===== src/rtl/spi_pkg.sv =====
// spi_pkg
//   Shared definitions for the SPI master: APB register offsets, the CTRL
//   register layout and the transfer FSM state encoding.
//   No ports (package).
package spi_pkg;

  // APB register offsets
  localparam logic [7:0] ADDR_CTRL   = 8'h00;
  localparam logic [7:0] ADDR_DIV    = 8'h04;
  localparam logic [7:0] ADDR_TXDATA = 8'h08;
  localparam logic [7:0] ADDR_RXDATA = 8'h0C;
  localparam logic [7:0] ADDR_STATUS = 8'h10;

  // CTRL layout, LSB last: bit0 cpol, bit1 cpha, bit2 lsb_first,
  // bits5:3 cs_sel, bit6 ie.
  localparam int CTRL_W = 7;

  typedef struct packed {
    logic       ie;
    logic [2:0] cs_sel;
    logic       lsb_first;
    logic       cpha;
    logic       cpol;
  } ctrl_t;

  // Transfer FSM states
  typedef enum logic [1:0] {
    ST_IDLE  = 2'd0,
    ST_SETUP = 2'd1,
    ST_SHIFT = 2'd2,
    ST_HOLD  = 2'd3
  } spi_state_t;

endpackage


===== src/rtl/spi_clk_gen.sv =====
// spi_clk_gen
//   Half-period timer and SCLK edge strobes for the SPI master.
//   Ports:
//     clk, rst_n   : clock, synchronous active-low reset
//     en           : timer runs while high, held at zero otherwise
//     shift        : high while SCLK edges are to be produced
//     div          : half-period is div+1 clk cycles
//     tick         : last cycle of the current half-period
//     lead, trail  : tick that produces a leading / trailing SCLK edge
//     phase        : 1 between a leading and the following trailing edge
module spi_clk_gen #(
  parameter int DIV_W = 8
) (
  input  logic             clk,
  input  logic             rst_n,
  input  logic             en,
  input  logic             shift,
  input  logic [DIV_W-1:0] div,
  output logic             tick,
  output logic             lead,
  output logic             trail,
  output logic             phase
);

  logic [DIV_W-1:0] cnt;

  assign tick  = en && (cnt == div);
  assign lead  = tick && shift && !phase;
  assign trail = tick && shift && phase;

  always_ff @(posedge clk) begin
    if (!rst_n) begin
      cnt   <= '0;
      phase <= 1'b0;
    end else if (!en) begin
      cnt   <= '0;
      phase <= 1'b0;
    end else begin
      if (tick) cnt <= '0;
      else      cnt <= cnt + 1'b1;
      // An even number of edges per frame leaves phase back at 0 on exit.
      if (tick && shift) phase <= ~phase;
    end
  end

endmodule


===== src/rtl/spi_master_multi.sv =====
// spi_master_multi
//   APB-programmed SPI master with NUM_CS chip selects, all four CPOL/CPHA
//   modes, MSB/LSB-first frames of DATA_W bits and a programmable divider.
//   Ports:
//     clk_i, aresetn_i            : clock, synchronous active-low reset
//     paddr_i .. pwdata_i         : APB request
//     pready_o, prdata_o, pslverr_o : APB response (zero wait states)
//     miso_i, sclk_o, mosi_o, cs_o  : SPI bus, cs_o active-low
//     irq_o                       : level interrupt, STATUS.done & CTRL.ie
//     state_o                     : current FSM state (debug observation)
//   APB handshake: a transfer is the access phase, the cycle where psel_i and
//   penable_i are both high; pready_o is high in exactly that cycle, read data
//   and pslverr_o are valid in it, and register writes take effect at the
//   rising edge that ends it.
module spi_master_multi
  import spi_pkg::*;
#(
  parameter int DATA_W = 8,
  parameter int NUM_CS = 4,
  parameter int DIV_W  = 8
) (
  input  logic              clk_i,
  input  logic              aresetn_i,
  input  logic [7:0]        paddr_i,
  input  logic              psel_i,
  input  logic              penable_i,
  input  logic              pwrite_i,
  input  logic [31:0]       pwdata_i,
  output logic              pready_o,
  output logic [31:0]       prdata_o,
  output logic              pslverr_o,
  input  logic              miso_i,
  output logic              sclk_o,
  output logic              mosi_o,
  output logic [NUM_CS-1:0] cs_o,
  output logic              irq_o,
  output logic [1:0]        state_o
);

  localparam int EDGE_W = $clog2(2 * DATA_W);
  localparam logic [EDGE_W-1:0] LAST_EDGE = EDGE_W'(2 * DATA_W - 1);

  spi_state_t        state;
  ctrl_t             ctrl;
  ctrl_t             new_ctrl;
  logic [DIV_W-1:0]  div;
  logic [DATA_W-1:0] tx_sr;
  logic [DATA_W-1:0] rx_sr;
  logic [DATA_W-1:0] rx_data;
  logic              done;
  logic              mosi_q;
  logic [NUM_CS-1:0] cs_q;
  logic [EDGE_W-1:0] edge_cnt;

  logic        busy;
  logic        access;
  logic        acc_err;
  logic        cs_sel_bad;
  logic [31:0] rd_val;
  logic        wr_ok;
  logic        rd_ok;
  logic        start;
  logic        rd_clear;
  logic        set_done;

  logic tick;
  logic lead;
  logic trail;
  logic phase;
  logic drive;
  logic sample;

  logic [DATA_W-1:0] pop_src;
  logic [DATA_W-1:0] pop_rest;
  logic              pop_bit;
  logic [DATA_W-1:0] rx_next;

  logic unused_pwdata;
  assign unused_pwdata = ^pwdata_i;

  assign busy = (state != ST_IDLE);

  // ---------------------------------------------------------------- APB
  assign new_ctrl   = ctrl_t'(pwdata_i[CTRL_W-1:0]);
  assign cs_sel_bad = ({1'b0, new_ctrl.cs_sel} >= 4'(NUM_CS));

  always_comb begin
    acc_err = 1'b0;
    rd_val  = '0;
    case (paddr_i)
      ADDR_CTRL: begin
        acc_err = pwrite_i && (busy || cs_sel_bad);
        rd_val  = 32'(ctrl);
      end
      ADDR_DIV: begin
        acc_err = pwrite_i && busy;
        rd_val  = 32'(div);
      end
      ADDR_TXDATA: acc_err = pwrite_i && busy;
      ADDR_RXDATA: rd_val = 32'(rx_data);
      ADDR_STATUS: rd_val = {30'd0, done, busy};
      default:     acc_err = 1'b1;
    endcase
  end

  assign access    = aresetn_i && psel_i && penable_i;
  assign pready_o  = access;
  assign pslverr_o = access && acc_err;
  assign prdata_o  = (access && !pwrite_i && !acc_err) ? rd_val : 32'd0;

  assign wr_ok    = access && pwrite_i && !acc_err;
  assign rd_ok    = access && !pwrite_i && !acc_err;
  assign start    = wr_ok && (paddr_i == ADDR_TXDATA);
  assign rd_clear = rd_ok && ((paddr_i == ADDR_STATUS) || (paddr_i == ADDR_RXDATA));
  assign set_done = (state == ST_HOLD) && tick;

  // ---------------------------------------------------------------- timing
  spi_clk_gen #(.DIV_W(DIV_W)) u_clk_gen (
    .clk   (clk_i),
    .rst_n (aresetn_i),
    .en    (busy),
    .shift (state == ST_SHIFT),
    .div   (div),
    .tick  (tick),
    .lead  (lead),
    .trail (trail),
    .phase (phase)
  );

  // CPHA=0 changes data on trailing edges and samples on leading ones;
  // CPHA=1 is the reverse.
  assign drive  = ctrl.cpha ? lead  : trail;
  assign sample = ctrl.cpha ? trail : lead;

  // The next outgoing bit comes from the APB write data when a frame is
  // being loaded, otherwise from the shift register.
  assign pop_src  = (state == ST_IDLE) ? pwdata_i[DATA_W-1:0] : tx_sr;
  assign pop_bit  = ctrl.lsb_first ? pop_src[0] : pop_src[DATA_W-1];
  assign pop_rest = ctrl.lsb_first ? {1'b0, pop_src[DATA_W-1:1]}
                                   : {pop_src[DATA_W-2:0], 1'b0};
  assign rx_next  = ctrl.lsb_first ? {miso_i, rx_sr[DATA_W-1:1]}
                                   : {rx_sr[DATA_W-2:0], miso_i};

  // ---------------------------------------------------------------- state
  always_ff @(posedge clk_i) begin
    if (!aresetn_i) begin
      state    <= ST_IDLE;
      ctrl     <= '0;
      div      <= '0;
      tx_sr    <= '0;
      rx_sr    <= '0;
      rx_data  <= '0;
      done     <= 1'b0;
      mosi_q   <= 1'b0;
      cs_q     <= '1;
      edge_cnt <= '0;
    end else begin
      if (wr_ok && (paddr_i == ADDR_CTRL)) ctrl <= new_ctrl;
      if (wr_ok && (paddr_i == ADDR_DIV))  div  <= pwdata_i[DIV_W-1:0];

      // A completing transfer wins over a clearing read in the same cycle.
      if (set_done)      done <= 1'b1;
      else if (rd_clear) done <= 1'b0;

      case (state)
        ST_IDLE: begin
          if (start) begin
            state    <= ST_SETUP;
            cs_q     <= ~(NUM_CS'(1) << ctrl.cs_sel);
            edge_cnt <= '0;
            rx_sr    <= '0;
            if (ctrl.cpha) begin
              // First bit appears on the first leading edge.
              tx_sr  <= pwdata_i[DATA_W-1:0];
              mosi_q <= 1'b0;
            end else begin
              tx_sr  <= pop_rest;
              mosi_q <= pop_bit;
            end
          end
        end
        ST_SETUP: begin
          if (tick) state <= ST_SHIFT;
        end
        ST_SHIFT: begin
          if (drive) begin
            mosi_q <= pop_bit;
            tx_sr  <= pop_rest;
          end
          if (sample) rx_sr <= rx_next;
          if (tick) begin
            edge_cnt <= edge_cnt + 1'b1;
            if (edge_cnt == LAST_EDGE) state <= ST_HOLD;
          end
        end
        ST_HOLD: begin
          if (tick) begin
            state   <= ST_IDLE;
            cs_q    <= '1;
            mosi_q  <= 1'b0;
            rx_data <= rx_sr;
          end
        end
        default: state <= ST_IDLE;
      endcase
    end
  end

  assign sclk_o  = ctrl.cpol ^ phase;
  assign mosi_o  = mosi_q;
  assign cs_o    = cs_q;
  assign irq_o   = done && ctrl.ie;
  assign state_o = state;

endmodule


===== config.mk =====
export PLATFORM = sky130hd
export DESIGN_NAME = spi_master_multi
export DESIGN_NICKNAME = d
export VERILOG_FILES = /design/src/rtl/spi_pkg.sv /design/src/rtl/spi_clk_gen.sv /design/src/rtl/spi_master_multi.sv
export SDC_FILE = /design/constraint.sdc
export NUM_CORES = 1
export LEC_CHECK = 0
export ABC_AREA = 1
export CAP_MARGIN = 10
export CORE_MARGIN = 2
export CORE_UTILIZATION = 24
export CTS_CLUSTER_DIAMETER = 120
export DETAILED_ROUTE_END_ITERATION = 12
export GPL_ROUTABILITY_DRIVEN = 0
export GPL_TIMING_DRIVEN = 0
export PLACE_DENSITY_LB_ADDON = 0.15
export SLEW_MARGIN = 20
export SYNTH_ARGS = -nofsm -noshare
export SYNTH_HDL_FRONTEND = slang
export SYNTH_SLANG_ARGS = --single-unit

===== constraint.sdc =====
create_clock -name clk_i -period 4.75 [get_ports clk_i]
set_clock_uncertainty 0.2 [all_clocks]
set_input_delay 0.7125 -clock clk_i [delete_from_list [all_inputs] [get_ports clk_i]]
set_output_delay 0.7125 -clock clk_i [all_outputs]
set_load 0.02 [all_outputs]

==> flow_summary.ini, run 1 <==
[drt]
vias_per_cell = 4.39
dr.pass1.iters = 4
drt_iter0_drc = 137
wire_per_inst_um = 13.2
drc_errors = 0
vias = 3513
ant_nets = 0
totalWireLength_mm = 10.6

[grt]
grt_pass1_wl_mm = 17.2
grt_overflow = 0
grt_antenna_before_repair = 0
grt_use_total_pct = 13.8
grt_pass1_vias = 3348
grt_start_max_net_pins = 11

[sta]
fin_tns_setup_ns = 0
fin_ws_ns = 0.602
hold_viol_final = 0
rsz0062_at_grt = no
setup_viol = 0
tightest_slew_ns = 0.688
slew_headroom_pct = 53.8
min_period_over_period_pct = 87.3
fmax_mhz = 241
holdWs_ns = 0.262
timing.final.max_slew_violations = 0
finalCriticalPeriod_ns = 4.15

[synthesis]
async_reset_ff_share_pct = 0
seq_area_frac_synth_pct = 33.6
syn_area_um2 = 3580
synth-edff-count = 0
yosys_register_bits = 60
ys.flop_type = dfxtp_1
synthTopCellsByCount = nand2_1, nor2_1, inv_1
yosysMostFrequentCell = nand2_1
synth.distinct_cells = 40
synth_top_area_share_pct = 33.6
synth_area_leaders = dfxtp_1, nand2_1, nor2_1
synth.avg_cell_area_um2 = 6.64
ys_warn_count = 0
syn_inst = 539
yosysTopAreaCell = dfxtp_1

[final_layout]
antennaDiodeCount = 0
synthToLayoutAreaGrowth_pct = 29.7
fin_nets = 664
drive_gt1_share_pct = 11.7
n_fill_cell = 1607

[die]
row_count = 44
core_um2 = 14500
die_area_um2 = 15900
initial_core_util_pct = 24.6
die_y_um = 126
pin_count = 89
die_w_um = 126

[worst_setup_path]
cpMaxStageDelayCell = clkdlybuf4s50_1
slowest_delay_ns = 0.64
critPathMaxFanout = 6
crit_cells = 9
worstPathArrival_ns = 3.24
r2r_cells = 9
critPathKind = in -> out
crit_buf_inv = 3
path_delay_family = buffers and inverters
cp-end-kind = output port
cp-start-kind = primary input
path_cells = clkdlybuf4s50_1, nor2_2, nand3_2, nor2_1, inv_1, o22ai_1, a21oi_1, a21oi_1, clkdlybuf4s50_1
required_ns = 3.84

[place]
post-place-ws_ns = 0.404
dp_hpwl_mm = 8.21
io_buffers = 39

[clocking]
clock_latency_ns = 0.34
cts_tree = done
clock_sinks = 60
cts_resized = 0
cts_buffers = 9
cts.htree.levels = 3
cts-root-buf = clkbuf_16
postCtsSetupBuffers = 0
clockBufferDepth = 2
cts.hold.buffers_added = 0
cts.clk_slew.worst_paths_ns = 0.05

[power_and_ir_drop]
p_total_w = 0.00205
vdd_ir_drop_max_v = 0.000194
power_density_nw_per_um2 = 441
total_leakage_power_nw = 2.01

[run_status]
status = finished clean

[worst_hold_path]
min_path_cells = 2
hold_path_class = reg -> reg

[run]
drv_cap = 0
==> cell usage in the layout (no fill, tap or decap), drive strengths merged, types with 6 or more instances in the layout <==
cell	synthesis	final
nand2	118	118
clkdlybuf4s50	0	39
buf	32	32
clkbuf	11	23
o22ai	7	7
conb	1	24
nor2	80	80
nand3	24	24
dfxtp	60	60
a221oi	6	6
ha	6	6
o21ai	35	35
o211ai	6	6
a21oi	52	52
inv	74	74
==> tightest hold or removal path, stage by stage (launching register included) <==
cell and delay, ns:
dfxtp_1 0.31, nand2_1 0.06, a21oi_1 0.05
==> through the flow <==
| step | instances | instance area [um^2] | util [%] |
|---|---|---|---|
| global route | 801 | 4640 | 31.9 |
| CTS | 801 | 4640 | 31.9 |
| detailed placement | 785 | 4290 | 29.5 |
| global placement | 785 | 4290 | 29.5 |
| floorplan | 562 | 3660 | - |
| finish | 801 | 4640 | 31.9 |
==> power by group <==
part / total, W / internal (W) / switching, W / leakage [nW]
clock network: 0.000775 / 0.000540 / 0.000236 / 0.173
logic: 0.000663 / 0.000243 / 0.000420 / 1.35
registers: 0.000608 / 0.000568 / 0.0000407 / 0.488
total: 0.00205 / 0.00135 / 0.000697 / 2.01
==> final timing paths <==
path               from           to  slack, ns
min reg2reg  rx_data[0]   rx_data[0]       0.26
max reg2reg  state_o[0]   rx_data[1]       2.33
min          rx_data[0]   rx_data[0]       0.26
max          paddr_i[7]  prdata_o[0]       0.60
==> cell families after synthesis <==
kind of cell	share of synthesized area, %
AOI/OAI and AO/OA	17.5
xor gates and xnor gates	0.979
adders and majority gates	2.10
buffers and inverters	16.0
DFF	33.6
other	0.105
and+or+nand+nor	29.8
==> layer usage <==
layer	track usage [%]	wire (um)	up-vias
li1	-	-	1839
met1	17.7	5070	1607
met2	22.8	4940	58
met3	4.25	455	9
met4	2.91	90	0
met5	0	0	-
==> layout make-up <==
cell class	instances	area [um^2]	area share, %
plain buffers	43	294	6.33
clock buffers	12	256	5.53
clock inverters	4	95.1	2.05
inverters	74	278	5.98
multi-input cells	385	1900	40.9
flip-flops and latches	60	1200	25.9
well taps	184	230	4.96
repair buffers	39	390	8.41
==> state kept, by name, summed over array words and instances, names as in the netlist, 2 cells and up <==
signal         cells
ctrl               7
u_clk_gen.cnt      8
cs_o               4
rx_data            8
rx_sr              8
div                8
tx_sr              8
edge_cnt           4
state_o            2
Power figures use the tool's default switching activity.
==> run 2, diff against run 1 <==
- CORE_UTILIZATION: 24 -> 50
- SLEW_MARGIN: 20 -> 5
==> run 2 against run 1 <==
- die area decreased by 51%
- critical path depth unchanged
- sequential share of layout area increased by 1.4 points
- combinational power decreased by 1%
- setup slack got worse by 0.11 ns
- final cell count decreased by 11%
- sequential cell count unchanged
- count of clock-buffer cells in the layout increased by 1
- critical endpoint is now prdata_o[1]
- highest routed layer unchanged
==> flow_summary.ini, run 2 (synthesis results as in run 1) <==
[place]
post-place-ws_ns = 0.546
dpl_cell_area_um2 = 4180
io_buffers = 39
dp_hpwl_mm = 6.80

[sta]
tightest_slew_ns = 1.02
timing.final.max_slew_violations = 0
min_period_over_period_pct = 89.7
hold_viol_final = 0
fmax_mhz = 235
fin_tns_setup_ns = 0
holdWs_ns = 0.265
slew_headroom_pct = 31.2
rsz0062_at_grt = no
setup_viol = 0
fin_ws_ns = 0.490
finalCriticalPeriod_ns = 4.26

[drt]
top_layer_used = met4
met1Wirelength_mm = 3.94
met2_length_mm = 4.12
totalWireLength_mm = 8.98
vias_per_cell = 5.05
ant_nets = 0
wl_met3_um = 763
dr.pass1.iters = 5
wire_per_inst_um = 12.6
drt_iter0_drc = 240
vias = 3602
drc_errors = 0

[power_and_ir_drop]
vdd_ir_drop_max_v = 0.000252
total_leakage_power_nw = 1.95
power_density_nw_per_um2 = 402

[die]
row_count = 30
core_um2 = 6870
die_y_um = 88.6
pin_count = 89
die_w_um = 88.6
initial_core_util_pct = 52.1
die_area_um2 = 7850

[clocking]
cts_tree = done
cts-root-buf = clkbuf_8
cts.htree.levels = 3
cts.clk_slew.worst_paths_ns = 0.07
postCtsSetupBuffers = 0
clock_latency_ns = 0.34
cts_buffers = 9
cts.hold.buffers_added = 0
clockBufferDepth = 2
clock_sinks = 60
cts_resized = 0

[worst_setup_path]
reg2reg_from = state_o[0]
required_ns = 3.84
worstPathArrival_ns = 3.35
r2r_cells = 11
rrSetupSlack_ns = 2.38
cp-end-kind = output port
cp-start-kind = primary input
r2r-end = tx_sr[5]
cpMaxStageDelayCell = o31ai_1
path_cells = clkdlybuf4s50_1, inv_1, nand2_1, nor2_1, nand2_2, inv_1, o31ai_1, nor2_1, clkdlybuf4s50_1
critPathKind = in -> out
critPathMaxFanout = 8
slowest_delay_ns = 0.87

[grt]
grt_use_total_pct = 24.2
grt_overflow = 0
grt_antenna_before_repair = 0
grt_pass1_wl_mm = 14.8
grt_start_max_net_pins = 11
grt_pass1_vias = 3288

[final_layout]
final_common_cell = nand2_1
fin_nets = 664
final_cell_mix = nand2_1, nor2_1, inv_1
synthToLayoutAreaGrowth_pct = 22.9
drive_gt1_share_pct = 11.7
finalInstanceArea_um2 = 4400
antennaDiodeCount = 0

[worst_hold_path]
min_to = rx_data[2]
hold_path_class = reg -> reg
min_path_cells = 2
hp-start = rx_data[2]

[run_status]
status = finished clean

[run]
drv_cap = 0
==> run 2: changes by cell type in the layout (fill, tap and decap cells not counted), sizes merged <==
| cell | before | now |
|---|---|---|
| bufinv | 3 | 1 |
| clkbuf | 23 | 24 |
| clkinvlp | 0 | 1 |
==> run 2: layout make-up <==
class / instances / area (um^2)
multi-input cells: 385 / 1890
well taps: 96 / 120
repair buffers: 39 / 390
fillers: 672 / 2470
inverters: 74 / 278
plain buffers: 43 / 294
clock buffers: 13 / 179
clock inverters: 3 / 42.5
flip-flops and latches: 60 / 1200
==> run 2: power breakdown <==
group          total [W]  internal (W)  switching [W]
logic           0.000655      0.000243       0.000412
registers       0.000604      0.000567      0.0000378
clock network   0.000508      0.000299       0.000209
==> run 2: routing by layer <==
layer | vias up | GRT usage, %
li1 | 1830 | -
met1 | 1619 | 31.4
met2 | 135 | 40.1
met3 | 18 | 5.04
met4 | 0 | 8.54
met5 | - | 0
==> run 2: critical path, delay by kind of cell <==
kind	cells	cell delay [ns]
buffers and inverters	4	1.32
AOI/OAI and AO/OA	1	0.87
and+or+nand+nor	4	0.45
==> run 2: through the flow <==
stage	std cells	power (W)	util (%)
2_1_floorplan	562	0.00110	-
3_3_place_gp	697	0.00125	60.8
5_1_grt	713	0.00190	64.0
3_5_place_dp	697	0.00126	60.8
4_1_cts	713	0.00177	64.0
6_report	713	0.00177	64.0
==> run 2: worst max-delay path by stage <==
stage	end	from
after CTS	prdata_o[1]	paddr_i[1]
after floorplan	prdata_o[1]	paddr_i[4]
after detailed placement	prdata_o[1]	paddr_i[1]
after global placement	prdata_o[1]	paddr_i[0]
after global routing	prdata_o[1]	paddr_i[1]
final	prdata_o[1]	paddr_i[1]
